$ cat config.mk
export PLATFORM = sky130hd
export DESIGN_NAME = keypad_scanner
export DESIGN_NICKNAME = d
export VERILOG_FILES = /design/src/rtl/bomberman_pkg.sv /design/src/rtl/sync_2ff.sv /design/src/rtl/keypad_scanner.sv
export SDC_FILE = /design/constraint.sdc
export NUM_CORES = 1
export LEC_CHECK = 0
export BUFFER_PORTS_ARGS = -buffer_cell sky130_fd_sc_hd__clkbuf_2
export CAP_MARGIN = 0
export CORE_MARGIN = 8
export CORE_UTILIZATION = 55
export CTS_CLUSTER_SIZE = 8
export DETAILED_ROUTE_END_ITERATION = 10
export PLACE_DENSITY = 0.75
export SYNTH_ARGS = -nofsm -noshare
export SYNTH_HDL_FRONTEND = slang
export SYNTH_SLANG_ARGS = --single-unit
$ cat constraint.sdc
create_clock -name clk -period 13.2 [get_ports clk]
set_clock_uncertainty 0.05 [all_clocks]
set_input_delay 0.66 -clock clk [delete_from_list [all_inputs] [get_ports clk]]
set_output_delay 0.66 -clock clk [all_outputs]
set_load 0.1 [all_outputs]
$ cat src/rtl/bomberman_pkg.sv
// Shared keypad constants, column-scan state type and player B action mapping.
package bomberman_pkg;

  localparam logic [3:0] KEY_0 = 4'h0;
  localparam logic [3:0] KEY_1 = 4'h1;
  localparam logic [3:0] KEY_2 = 4'h2;
  localparam logic [3:0] KEY_3 = 4'h3;
  localparam logic [3:0] KEY_4 = 4'h4;
  localparam logic [3:0] KEY_5 = 4'h5;
  localparam logic [3:0] KEY_6 = 4'h6;
  localparam logic [3:0] KEY_7 = 4'h7;
  localparam logic [3:0] KEY_8 = 4'h8;
  localparam logic [3:0] KEY_9 = 4'h9;
  localparam logic [3:0] KEY_A = 4'hA;
  localparam logic [3:0] KEY_B = 4'hB;
  localparam logic [3:0] KEY_C = 4'hC;
  localparam logic [3:0] KEY_D = 4'hD;
  localparam logic [3:0] KEY_E = 4'hE;
  localparam logic [3:0] KEY_F = 4'hF;

  // Player B actions consumed by chara_control
  localparam logic [3:0] KEY_UP    = KEY_2;
  localparam logic [3:0] KEY_DOWN  = KEY_8;
  localparam logic [3:0] KEY_LEFT  = KEY_4;
  localparam logic [3:0] KEY_RIGHT = KEY_6;
  localparam logic [3:0] KEY_BOMB  = KEY_5;

  typedef enum logic [1:0] {COL0, COL1, COL2, COL3} col_state_t;

  // Sweep candidate: a key code, or none when no single key was seen
  typedef struct packed {
    logic       none;
    logic [3:0] code;
  } key_cand_t;

  localparam key_cand_t CAND_NONE = '{none: 1'b1, code: 4'h0};

  // Label printed on the keypad at (column, row), row0 at top
  function automatic logic [3:0] keyAt(input logic [1:0] c, input logic [1:0] r);
    logic [3:0] k;
    k = KEY_0;
    case ({c, r})
      4'd0:  k = KEY_1;
      4'd1:  k = KEY_4;
      4'd2:  k = KEY_7;
      4'd3:  k = KEY_0;
      4'd4:  k = KEY_2;
      4'd5:  k = KEY_5;
      4'd6:  k = KEY_8;
      4'd7:  k = KEY_F;
      4'd8:  k = KEY_3;
      4'd9:  k = KEY_6;
      4'd10: k = KEY_9;
      4'd11: k = KEY_E;
      4'd12: k = KEY_A;
      4'd13: k = KEY_B;
      4'd14: k = KEY_C;
      4'd15: k = KEY_D;
    endcase
    return k;
  endfunction

endpackage

$ cat src/rtl/sync_2ff.sv
// Two-flop synchronizer for asynchronous level inputs.
module sync_2ff #(
  parameter int unsigned     WIDTH     = 4,
  parameter logic [WIDTH-1:0] RESET_VAL = '1
) (
  input  logic             clk,
  input  logic             rst,
  input  logic [WIDTH-1:0] d,
  output logic [WIDTH-1:0] q
);

  logic [WIDTH-1:0] meta;

  always_ff @(posedge clk) begin
    if (rst) begin
      meta <= RESET_VAL;
      q    <= RESET_VAL;
    end else begin
      meta <= d;
      q    <= meta;
    end
  end

endmodule

$ cat src/rtl/keypad_scanner.sv
// 4x4 keypad column scanner with per-sweep ghost rejection and debounce;
// emits a held key level and a one-cycle press pulse.
module keypad_scanner
  import bomberman_pkg::*;
#(
  parameter int unsigned SCAN_TICKS     = 100000,
  parameter int unsigned DEBOUNCE_SCANS = 4
) (
  input  logic       clk,
  input  logic       rst,
  input  logic [3:0] row,
  output logic [3:0] col,
  output logic [3:0] key_code,
  output logic       key_valid,
  output logic       key_pulse
);

  localparam int unsigned TICK_W = $clog2(SCAN_TICKS);
  localparam int unsigned CNT_W  = $clog2(DEBOUNCE_SCANS + 1);
  localparam logic [TICK_W-1:0] LAST_TICK = TICK_W'(SCAN_TICKS - 1);
  localparam logic [CNT_W-1:0]  CNT_MAX   = CNT_W'(DEBOUNCE_SCANS);

  logic [3:0]        syncRow;
  col_state_t        state;
  col_state_t        stateNext;
  logic [TICK_W-1:0] tickCnt;
  logic [2:0][3:0]   samples;
  logic              lastTick;
  logic              evalNow;

  logic [15:0]       sweepLow;
  logic [4:0]        lowCnt;
  logic [3:0]        hitIdx;
  key_cand_t         cand;
  key_cand_t         accepted;

  key_cand_t         lastCand;
  key_cand_t         lastCandNext;
  logic [CNT_W-1:0]  cnt;
  logic [CNT_W-1:0]  cntNext;
  logic [3:0]        codeNext;
  logic              validNext;
  logic              pulseNext;

  sync_2ff #(.WIDTH(4), .RESET_VAL(4'hF)) u_rowSync (
    .clk (clk),
    .rst (rst),
    .d   (row),
    .q   (syncRow)
  );

  function automatic logic [3:0] colFor(input col_state_t s);
    logic [3:0] c;
    c = 4'b1110;
    case (s)
      COL0: c = 4'b1110;
      COL1: c = 4'b1101;
      COL2: c = 4'b1011;
      COL3: c = 4'b0111;
    endcase
    return c;
  endfunction

  assign lastTick = (tickCnt == LAST_TICK);
  assign evalNow  = lastTick && (state == COL3);

  // Column state register; col is registered alongside it
  always_ff @(posedge clk) begin
    if (rst) begin
      state <= COL0;
      col   <= 4'b1110;
    end else begin
      state <= stateNext;
      col   <= colFor(stateNext);
    end
  end

  always_comb begin
    stateNext = state;
    if (lastTick) begin
      case (state)
        COL0: stateNext = COL1;
        COL1: stateNext = COL2;
        COL2: stateNext = COL3;
        COL3: stateNext = COL0;
      endcase
    end
  end

  // Sweep evaluation: bit c*4+r set when row r read low while column c driven
  always_comb begin
    sweepLow = ~{syncRow, samples[2], samples[1], samples[0]};
    lowCnt   = '0;
    hitIdx   = '0;
    for (int i = 0; i < 16; i++) begin
      if (sweepLow[i]) begin
        lowCnt = 5'(lowCnt + 5'd1);
        hitIdx = 4'(i);
      end
    end
    cand = CAND_NONE;
    if (lowCnt == 5'd1) begin
      cand = '{none: 1'b0, code: keyAt(hitIdx[3:2], hitIdx[1:0])};
    end
  end

  assign accepted = key_valid ? key_cand_t'({1'b0, key_code}) : CAND_NONE;

  // Debounce: accept a candidate once it has been seen on enough consecutive sweeps
  always_comb begin
    lastCandNext = lastCand;
    cntNext      = cnt;
    codeNext     = key_code;
    validNext    = key_valid;
    pulseNext    = 1'b0;
    if (evalNow) begin
      if (cand == lastCand) begin
        cntNext = (cnt == CNT_MAX) ? cnt : CNT_W'(cnt + 1'b1);
      end else begin
        cntNext      = CNT_W'(1);
        lastCandNext = cand;
      end
      if ((cntNext == CNT_MAX) && (cand != accepted)) begin
        if (cand.none) begin
          validNext = 1'b0;
        end else begin
          codeNext  = cand.code;
          validNext = 1'b1;
          pulseNext = 1'b1;
        end
      end
    end
  end

  always_ff @(posedge clk) begin
    if (rst) begin
      tickCnt   <= '0;
      samples   <= '1;
      lastCand  <= CAND_NONE;
      cnt       <= '0;
      key_code  <= 4'h0;
      key_valid <= 1'b0;
      key_pulse <= 1'b0;
    end else begin
      tickCnt <= lastTick ? '0 : TICK_W'(tickCnt + 1'b1);
      if (lastTick) begin
        case (state)
          COL0:    samples[0] <= syncRow;
          COL1:    samples[1] <= syncRow;
          COL2:    samples[2] <= syncRow;
          default: ;
        endcase
      end
      lastCand  <= lastCandNext;
      cnt       <= cntNext;
      key_code  <= codeNext;
      key_valid <= validNext;
      key_pulse <= pulseNext;
    end
  end

endmodule

==> out/results.md, run 1 <==
| Step | Item | Reported |
| --- | --- | --- |
| timing | Final Max Slew Viols | 0 |
| floorplan | Number of ports placed on the die boundary | 16 |
| synth | Cell type with the largest total area after synthesis | sky130_fd_sc_hd__dfxtp_1 |
| clock tree | Number of clock buffers inserted by TritonCTS | 9 |
| synth | Part of the Yosys area used for sequential elements | 0.265 |
| clock tree | # clock sinks | 57 |
| floorplan | DIE AREA | 10900 um2 |
| timing | Total count of hold-check failures in the final report | 0 |
| timing | Max-slew headroom at the worst pin | 0.252 |
| timing | Worst-case setup margin in the final layout | 2860 ps |
| floorplan | Starting Density | 0.563 |
| detailed routing | Wirelength per Cell | 13.9 um |
| timing | Period utilization | 0.783 |
| critical path | Arr. time, crit path | 10540 ps |
| critical path | Crit path launch type | register |
| synth | Portion of synthesized cell area occupied by the leading cell type | 0.265 |
| layout | Fraction of layout instances using a drive strength above 1 | 0.109 |
| clock tree | CTS Hold Bufs | 0 |
| detailed routing | Via/cell ratio | 5.71 |
| critical path | Peak per-stage delay on the critical path | 500 ps |
| detailed routing | Remaining number of nets flagged by the antenna check after routing | 0 |
| synth | Net count after synthesis | 539 |
| global route | Number of antenna violations at the first check in global routing | 0 |
| layout | Synthesis-to-layout area growth | 6.80% |
| power and ir drop | Worst vdd rail ir drop | 59.8 uV |
| layout | # fillers | 680 |
| floorplan | Width of the die | 104 um |
| clock tree | Post-CTS Setup Repair Bufs | 0 |
| detailed routing | DR DRC count | 0 |
| clock tree | # H-tree levels | 3 |
| layout | Most frequent cells in the layout | 57 x sky130_fd_sc_hd__dfxtp_1, 54 x sky130_fd_sc_hd__nor2_1, 35 x sky130_fd_sc_hd__nand2_1 |
| clock tree | Clock insertion delay at the later pin of the skew report | 340 ps |
| critical path | CP max FO | 6 |
| place | Placer Congestion | 0.795 |
| timing | Transition time at the pin with the least slew margin | 1120 ps |
| place | Number of I/O port buffers | 15 |
| timing | Unrepaired setup endpoints after global routing | no |
| floorplan | Core Box Area | 7650 um2 |
| synth | Number of flops mapped to enable cells by yosys | 0 |
| layout | Number of diodes | 0 |
| global route | Overflow left after global routing | 0 |
| synth | Ranking of synthesized cells by area | sky130_fd_sc_hd__dfxtp_1 26%, sky130_fd_sc_hd__ha_1 7.6%, sky130_fd_sc_hd__xnor2_1 6.5% |
| critical path | Crit path top cell by count | sky130_fd_sc_hd__ha_1 |
| clock tree | TritonCTS clock tree | built |
| timing | Highest attainable clock frequency | 96.7 MHz |
| outcome | Outcome | completed |
| detailed routing | Overall via count from detail_route | 3529 |
| clock tree | Post-CTS Resized | 0 |
| layout | Most common library cell in the layout ignoring fill and taps | sky130_fd_sc_hd__dfxtp_1 |
| synth | Top FF cell, synth | sky130_fd_sc_hd__dfxtp_1 |
| timing | Final setup violating endpoints | 0 |
| clock tree | Buffer levels on the longest clock path | 2 |
| synth | Post-synth ARST share | 0 |
| synth | Total of flip-flops plus latches after synthesis | 57 |
| clock tree | Clock tree root buffer cell | sky130_fd_sc_hd__clkbuf_8 |
| synth | Cell count after synthesis | 507 |
| floorplan | Number of placement rows | 32 |
| worst hold path | Hold WC Path Type | register to register |
| critical path | Required time reported for the critical path endpoint | 13400 ps |
| place | Setup WS pre-CTS | 2940 ps |
| timing | Setup TNS | 0 ps |
| timing | WHS | 360 ps |
| detailed routing | Drt pass-1 iters | 4 |
| synth | Count of warnings emitted by yosys | 0 |
| synth | Distinct cell type count after synthesis | 69 |
| critical path | Crit end category | register |
| place | DP Wirelength | 6.48 mm |
| job | Number of max-cap violations | 0 |
| global route | Pin count of the biggest net entering global routing | 42 |
| power and ir drop | Reported leakage power | 0.00203 uW |
| power and ir drop | Power density normalized to cell area | 74.5 nW/um2 |
| layout | Layout net count | 543 |
| global route | GRT Resource Usage Total | 0.162 |
| global route | Via count of the first global-routing pass | 3413 |
| critical path | Critical Path Slowest Stage Cell | sky130_fd_sc_hd__or3b_1 |
| synth | Mean Syn Cell Area | 8.49 um2 |
| timing | Shortest clock period the worst path allows after layout | 10340 ps |
| critical path | Category of the critical setup timing path | register to register |
| detailed routing | Post-Route WL | 8.59 mm |
| clock tree | Clock slew at the register clock pins of the worst setup and hold paths | 70 ps |
| synth | Post-synthesis instance area | 4310 um2 |
| global route | Global-route wire length before repair | 15.2 mm |
| detailed routing | Initial DRC Count | 191 |
| floorplan | Height of the die | 104 um |
==> path summary, 6_finish.rpt <==
kind                                       end  slack [ps]         startpoint  depth (start not counted)
worst max-delay path                    cnt[1]        2860         samples[1]                         48
worst min-delay path            u_rowSync.q[0]         360  u_rowSync.meta[0]                          1
worst max register to register          cnt[1]        2860         samples[1]                         48
worst min register to register  u_rowSync.q[0]         360  u_rowSync.meta[0]                          1
==> state kept, by name, indices dropped and copies added (netlist names) <==
register,count
cnt,3
col,4
key_code,4
key_pulse,1
key_valid,1
lastCand,5
samples,12
state,2
tickCnt,17
u_rowSync.meta,4
u_rowSync.q,4
==> per-stage QoR <==
stage	instance area [um2]	utilization	total power, uW	cells
after floorplan	4310	-	198	507
after global placement	4420	0.578	202	602
after detailed placement	4420	0.578	203	602
after CTS	4600	0.601	347	618
after global routing	4600	0.601	359	618
final	4600	0.601	343	618
==> per-layer routing <==
| metal | track usage | share of wire | up-vias |
|---|---|---|---|
| met5 | 0 | 0 | - |
| met4 | 0.0455 | 0.0064 | 0 |
| met3 | 0.0483 | 0.035 | 8 |
| met2 | 0.282 | 0.49 | 48 |
| met1 | 0.187 | 0.47 | 1681 |
| li1 | - | - | 1792 |
==> power breakdown <==
group / switching, uW / internal (uW)
sequential: 2.41 / 174
clock: 75.1 / 69.0
combinational: 13.3 / 9.17
==> critical path: cells and delay by family (launching register included) <==
family          cells  cell delay [ps]
compound gates     14             2750
flops               1              370
fa+ha+maj          14             4180
mux                 1              280
simple gates       14             1990
buf+inv             4              370
xor+xnor            1              270
==> layout make-up <==
| class | count | area, um2 | share of cell area |
|---|---|---|---|
| clock buffers | 9 | 124 | 0.0269 |
| clock inverters | 7 | 53.8 | 0.0117 |
| inverters | 26 | 97.6 | 0.0212 |
| multi-input cells | 402 | 2980 | 0.648 |
| flip-flops and latches | 57 | 1140 | 0.248 |
| well taps | 102 | 128 | 0.0277 |
| repair buffers | 15 | 75.1 | 0.0163 |
==> logic make-up after synthesis <==
family,after synthesis,share of synthesized area
AO/OA/AOI/OAI,87,0.145
XOR/XNOR,65,0.181
adder cells (fa/ha/maj),26,0.0755
buffers and inverters,48,0.0445
flip-flops,57,0.265
multiplexers,13,0.0308
AND/OR/NAND/NOR,211,0.259
==> synthesized netlist by cell type, drive strengths merged (5+ instances only) <==
| library cell | number |
|---|---|
| dfxtp | 57 |
| nor2 | 54 |
| xnor2 | 36 |
| nand2 | 35 |
| ha | 26 |
| inv | 26 |
| nand3 | 23 |
| o21ai | 22 |
| clkbuf | 19 |
| a21oi | 17 |
| xor2 | 17 |
| and3 | 16 |
| nor2b | 15 |
| a211o | 12 |
| mux2i | 11 |
| nand2b | 11 |
| xnor3 | 11 |
| nand4 | 9 |
| nor3 | 9 |
| or2 | 9 |
| or3 | 6 |
| nand3b | 5 |
No activity file was read; power rests on OpenSTA's default activity.
==> run 2, diff against run 1 <==
--- a/config.mk
+++ b/config.mk
@@ -11,7 +11,7 @@
 export CORE_UTILIZATION = 55
 export CTS_CLUSTER_SIZE = 8
 export DETAILED_ROUTE_END_ITERATION = 10
-export PLACE_DENSITY = 0.75
+export PLACE_DENSITY = 0.78
 export SYNTH_ARGS = -nofsm -noshare
 export SYNTH_HDL_FRONTEND = slang
 export SYNTH_SLANG_ARGS = --single-unit
==> constraint.sdc (replaced) <==
create_clock -name clk -period 9.5 [get_ports clk]
set_clock_uncertainty 0.05 [all_clocks]
set_input_delay 0.475 -clock clk [delete_from_list [all_inputs] [get_ports clk]]
set_output_delay 0.475 -clock clk [all_outputs]
set_load 0.1 [all_outputs]
==> out/results.md, run 2 (synthesis results as in run 1) <==
| Step | Item | Reported |
| --- | --- | --- |
| outcome | Outcome | completed |
| global route | GRT Resource Usage Total | 0.174 |
| timing | WHS | 260 ps |
| layout | Synthesis-to-layout area growth | 14.6% |
| layout | Most frequent cells in the layout | 54 x sky130_fd_sc_hd__dfxtp_1, 50 x sky130_fd_sc_hd__nor2_1, 34 x sky130_fd_sc_hd__nand2_1 |
| power and ir drop | Worst vdd rail ir drop | 111 uV |
| global route | Number of antenna violations at the first check in global routing | 0 |
| power and ir drop | Overall power consumption | 485 uW |
| clock tree | Clock slew at the register clock pins of the worst setup and hold paths | 70 ps |
| clock tree | # clock sinks | 57 |
| clock tree | Number of clock buffers inserted by TritonCTS | 9 |
| clock tree | TritonCTS clock tree | built |
| timing | Shortest clock period the worst path allows after layout | 9210 ps |
| detailed routing | Remaining number of nets flagged by the antenna check after routing | 0 |
| layout | Flip-flop count of the largest register after layout | 17 |
| timing | Final Max Slew Viols | 0 |
| power and ir drop | Power density normalized to cell area | 98.2 nW/um2 |
| timing | Total count of hold-check failures in the final report | 0 |
| floorplan | Number of placement rows | 32 |
| timing | Transition time at the pin with the least slew margin | 1120 ps |
| clock tree | Clock insertion delay at the later pin of the skew report | 340 ps |
| critical path | Crit path launch type | register |
| critical path | Category of the critical setup timing path | register to register |
| worst hold path | Hold WC Path Type | input pin to register |
| place | Area of placed instances | 4470 um2 |
| critical path | Crit end category | register |
| timing | Final setup violating endpoints | 0 |
| critical path | CP max FO | 6 |
| detailed routing | Post-Route WL | 9.76 mm |
| detailed routing | DR DRC count | 0 |
| global route | Via count of the first global-routing pass | 3637 |
| layout | # fillers | 652 |
| detailed routing | Via/cell ratio | 5.83 |
| place | Number of I/O port buffers | 15 |
| layout | Largest registers | tickCnt x17, samples x12, lastCand x5 |
| floorplan | Number of ports placed on the die boundary | 16 |
| job | Number of max-cap violations | 0 |
| floorplan | Width of the die | 104 um |
| place | DP Wirelength | 6.65 mm |
| layout | Layout net count | 563 |
| clock tree | Buffer levels on the longest clock path | 2 |
| detailed routing | Drt pass-1 iters | 4 |
| layout | Fraction of layout instances using a drive strength above 1 | 0.194 |
| clock tree | # H-tree levels | 3 |
| critical path | Required time reported for the critical path endpoint | 9710 ps |
| critical path | Crit-path leading delay family | adder cells |
| clock tree | Clock tree root buffer cell | sky130_fd_sc_hd__clkbuf_8 |
| detailed routing | Initial DRC Count | 189 |
| critical path | Critical Path Slowest Stage Cell | sky130_fd_sc_hd__or3b_4 |
| clock tree | CTS Hold Bufs | 0 |
| global route | Global-route wire length before repair | 16.3 mm |
| critical path | Arr. time, crit path | 9410 ps |
| critical path | Crit path top cell by count | sky130_fd_sc_hd__ha_1 |
| critical path | Buffers plus inverters on the worst setup path | 4 |
| timing | Period utilization | 0.969 |
| timing | Max-slew headroom at the worst pin | 0.254 |
| floorplan | Height of the die | 104 um |
| power and ir drop | Reported leakage power | 0.00217 uW |
| layout | Number of non-filler instances in the completed layout | 638 |
| global route | Overflow left after global routing | 0 |
| layout | Cell area after layout | 4940 um2 |
| layout | Reg with most FFs | tickCnt |
| timing | Setup TNS | 0 ps |
| layout | Most common library cell in the layout ignoring fill and taps | sky130_fd_sc_hd__dfxtp_1 |
| floorplan | Starting Density | 0.563 |
| layout | Number of diodes | 0 |
| place | Number of cells after detailed placement | 609 |
| floorplan | Core Box Area | 7650 um2 |
| place | Placer Congestion | 0.851 |
| critical path | Peak per-stage delay on the critical path | 450 ps |
| floorplan | DIE AREA | 10900 um2 |
| global route | Pin count of the biggest net entering global routing | 42 |
| timing | Highest attainable clock frequency | 109 MHz |
| detailed routing | Wirelength per Cell | 15.3 um |
| detailed routing | Overall via count from detail_route | 3717 |
[run 2: worst paths after layout]
kind,from,to,slack (ps),cells past startpoint
setup / recovery,samples[0],lastCand[1],290,50
hold / removal,row[0],u_rowSync.meta[0],260,2
setup reg to reg,samples[0],lastCand[1],290,50
hold reg to reg,u_rowSync.meta[1],u_rowSync.q[1],360,1
[run 2: final cells by class]
type                       count  area (um2)  area share
clock buffer                   9         124      0.0251
timing repair buffer          35         225      0.0456
sequential                    57        1140       0.232
clock inverter                 7        53.8      0.0109
multi-input combinational    402        3160       0.641
inverter                      26        97.6      0.0198
tap                          102         128      0.0259
[run 2: repair_timing]
action                     in CTS  in global routing
hold endpoints to repair        0                  0
gates cloned                    0                  0
resized for setup               9                 29
pin swaps                       3                 11
setup buffers                   5                  8
setup endpoints to repair      13                 14
[run 2: per-layer routing]
metal,wire (um),up-vias,global-route usage,part of all wire
li1,-,1836,-,-
met3,395,20,0.0428,0.040
met5,0,-,0,0
met2,4900,70,0.298,0.50
met1,4300,1791,0.211,0.44
met4,165,0,0.0496,0.017
[run 2: power breakdown]
| part | switching (uW) | internal (uW) |
|---|---|---|
| clock | 107 | 96.0 |
| combinational | 20.7 | 16.1 |
| sequential | 3.53 | 241 |
[run 2: stage by stage]
| stage | utilization | worst slack, ps |
|---|---|---|
| 2_1_floorplan | - | 126 |
| 3_3_place_gp | 0.585 | 174 |
| 3_5_place_dp | 0.585 | -278 |
| 4_1_cts | 0.620 | 38.2 |
| 5_1_grt | 0.645 | -215 |
| 6_report | 0.645 | 295 |
[run 2: worst reg2reg max path, delay by kind of cell, from the launching register on]
kind / cells / cell delay (ps)
simple gates: 15 / 1950
compound gates: 13 / 1920
buf+inv: 4 / 350
mux: 1 / 300
flops: 1 / 340
fa+ha+maj: 14 / 3650
xor+xnor: 3 / 560
==> run 3, diff against run 2 <==
--- a/config.mk
+++ b/config.mk
@@ -11,7 +11,7 @@
 export CORE_UTILIZATION = 55
 export CTS_CLUSTER_SIZE = 8
 export DETAILED_ROUTE_END_ITERATION = 10
-export PLACE_DENSITY = 0.78
+export PLACE_DENSITY = 0.75
 export SYNTH_ARGS = -nofsm -noshare
 export SYNTH_HDL_FRONTEND = slang
 export SYNTH_SLANG_ARGS = --single-unit
==> constraint.sdc (replaced) <==
create_clock -name clk -period 9.4 [get_ports clk]
set_clock_uncertainty 0.05 [all_clocks]
set_input_delay 0.47 -clock clk [delete_from_list [all_inputs] [get_ports clk]]
set_output_delay 0.47 -clock clk [all_outputs]
set_load 0.1 [all_outputs]
==> out/results.md, run 3 (synthesis results as in run 1) <==
| Step | Item | Reported |
| --- | --- | --- |
| critical path | Peak per-stage delay on the critical path | 360 ps |
| global route | Global-route wire length before repair | 15.0 mm |
| layout | Most frequent cells in the layout | 54 x sky130_fd_sc_hd__dfxtp_1, 48 x sky130_fd_sc_hd__nor2_1, 33 x sky130_fd_sc_hd__nand2_1 |
| global route | Met3 layer usage reported by global route | 0.0440 |
| clock tree | TritonCTS clock tree | built |
| critical path | Required time reported for the critical path endpoint | 9550 ps |
| global route | Overflow left after global routing | 0 |
| place | Area of placed instances | 4500 um2 |
| job | Number of max-cap violations | 0 |
| outcome | Outcome | completed |
| clock tree | CTS Hold Bufs | 0 |
| critical path | Crit path launch type | register |
| layout | Layout net count | 566 |
| critical path | R2r startpoint | samples[1] |
| power and ir drop | Worst vdd rail ir drop | 110 uV |
| detailed routing | Via/cell ratio | 5.69 |
| critical path | Endpoint of the worst-slack reg-to-reg timing path | key_code[1] |
| clock tree | # clock sinks | 57 |
| timing | WHS | 253 ps |
| timing | Max-slew headroom at the worst pin | 0.263 |
| floorplan | Number of ports placed on the die boundary | 16 |
| global route | Pin count of the biggest net entering global routing | 42 |
| critical path | Capture point of the critical path | key_code[1] |
| layout | # fillers | 608 |
| critical path | CP max FO | 4 |
| clock tree | Clock tree root buffer cell | sky130_fd_sc_hd__clkbuf_8 |
| place | Placer Congestion | 0.853 |
| place | Number of cells after detailed placement | 612 |
| worst hold path | Hold WC Path Type | input pin to register |
| floorplan | DIE AREA | 10900 um2 |
| layout | Number of diodes | 0 |
| clock tree | Number of clock buffers inserted by TritonCTS | 9 |
| detailed routing | DR DRC count | 0 |
| timing | Shortest clock period the worst path allows after layout | 9180 ps |
| detailed routing | Remaining number of nets flagged by the antenna check after routing | 0 |
| timing | Final Max Slew Viols | 0 |
| layout | Synthesis-to-layout area growth | 17.3% |
| place | Number of I/O port buffers | 15 |
| timing | Final setup violating endpoints | 0 |
| critical path | R2R setup slack | 220 ps |
| timing | Period utilization | 0.977 |
| clock tree | Buffer levels on the longest clock path | 2 |
| floorplan | Number of placement rows | 32 |
| clock tree | Clock slew at the register clock pins of the worst setup and hold paths | 80 ps |
| detailed routing | Drt pass-1 iters | 5 |
| detailed routing | Overall via count from detail_route | 3649 |
| floorplan | Height of the die | 104 um |
| power and ir drop | Power density normalized to cell area | 99.3 nW/um2 |
| layout | Reg with most FFs | tickCnt |
| critical path | Reg2Reg Depth | 51 |
| timing | Transition time at the pin with the least slew margin | 1100 ps |
| place | DP Wirelength | 6.50 mm |
| global route | GRT Resource Usage Total | 0.162 |
| clock tree | # H-tree levels | 3 |
| global route | Number of antenna violations at the first check in global routing | 0 |
| global route | Global-route track usage on met1 | 0.186 |
| critical path | Critical Path Slowest Stage Cell | sky130_fd_sc_hd__dfxtp_2 |
| clock tree | Clock insertion delay at the later pin of the skew report | 340 ps |
| layout | Number of non-filler instances in the completed layout | 641 |
| layout | Most common library cell in the layout ignoring fill and taps | sky130_fd_sc_hd__dfxtp_1 |
| critical path | Arr. time, crit path | 9340 ps |
| floorplan | Core Box Area | 7650 um2 |
| detailed routing | Post-Route WL | 9.42 mm |
| layout | Cell area after layout | 5050 um2 |
| global route | Met2 Usage GRT | 0.286 |
| floorplan | Starting Density | 0.563 |
| worst hold path | Worst Hold Launch | row[2] |
| critical path | Crit path top cell by count | sky130_fd_sc_hd__ha_4 |
| timing | Unrepaired setup endpoints after global routing | yes |
| layout | Largest registers | tickCnt x17, samples x12, lastCand x5 |
| timing | Total count of hold-check failures in the final report | 0 |
| floorplan | Width of the die | 104 um |
| detailed routing | Initial DRC Count | 165 |
| power and ir drop | Reported leakage power | 0.00219 uW |
| detailed routing | Wirelength per Cell | 14.7 um |
| global route | Via count of the first global-routing pass | 3445 |
| critical path | Crit end category | register |
| timing | Highest attainable clock frequency | 109 MHz |
| layout | Flip-flop count of the largest register after layout | 17 |
| critical path | Category of the critical setup timing path | register to register |
| layout | Fraction of layout instances using a drive strength above 1 | 0.210 |
| critical path | CP Launch Point | samples[1] |
| global route | Layer carrying the most global-route usage | met2 |
==> run 3: area by class of cell <==
cell class,count,area (um2),area share
inverters,26,97.6,0.0193
clock inverters,7,62.6,0.0124
multi-input cells,402,3240,0.642
repair buffers,38,251,0.0498
well taps,102,128,0.0253
flip-flops and latches,57,1150,0.227
clock buffers,9,124,0.0245
==> run 3: through the flow <==
step	total power (uW)	setup TNS, ps	util	setup slack [ps]
2_1_floorplan	277	0	-	26.2
3_3_place_gp	284	0	0.588	115
3_5_place_dp	285	-1900	0.588	-236
4_1_cts	500	0	0.619	7.37
5_1_grt	522	-2390	0.661	-230
6_report	502	0	0.661	216
==> run 3: worst min-delay path by stage <==
| stage | endpoint | slack, ps | cells past startpoint |
|---|---|---|---|
| detailed placement | u_rowSync.q[0] | 350 | 1 |
| CTS | u_rowSync.meta[2] | 240 | 2 |
| global route | u_rowSync.meta[2] | 240 | 2 |
| global placement | u_rowSync.q[3] | 340 | 1 |
| finish | u_rowSync.meta[2] | 250 | 2 |
| floorplan | u_rowSync.q[0] | 340 | 1 |
==> run 3: power breakdown <==
group / switching (uW) / total (uW) / internal (uW)
clock network: 113 / 213 / 100
registers: 3.74 / 247 / 244
logic: 22.5 / 41.1 / 18.6
==> run 3: per-layer routing <==
metal | part of all wire | vias to the layer above | wire [um]
met2 | 0.51 | 68 | 4770
met1 | 0.44 | 1733 | 4180
met5 | 0 | - | 0
met4 | 0.012 | 0 | 109
li1 | - | 1840 | -
met3 | 0.038 | 8 | 355
==> run 3: worst max-delay path: cells and delay by family (launching register included) <==
family	cells	cell delay, ps
compound gates	11	1580
xor+xnor	3	510
fa+ha+maj	14	3730
buf+inv	5	510
flops	1	360
mux	2	550
simple gates	16	1750
==> run 3: what timing repair did <==
item	in CTS	in global routing
pin swaps	3	24
resized for setup	7	48
setup buffers	3	10
setup endpoints to repair	12	14
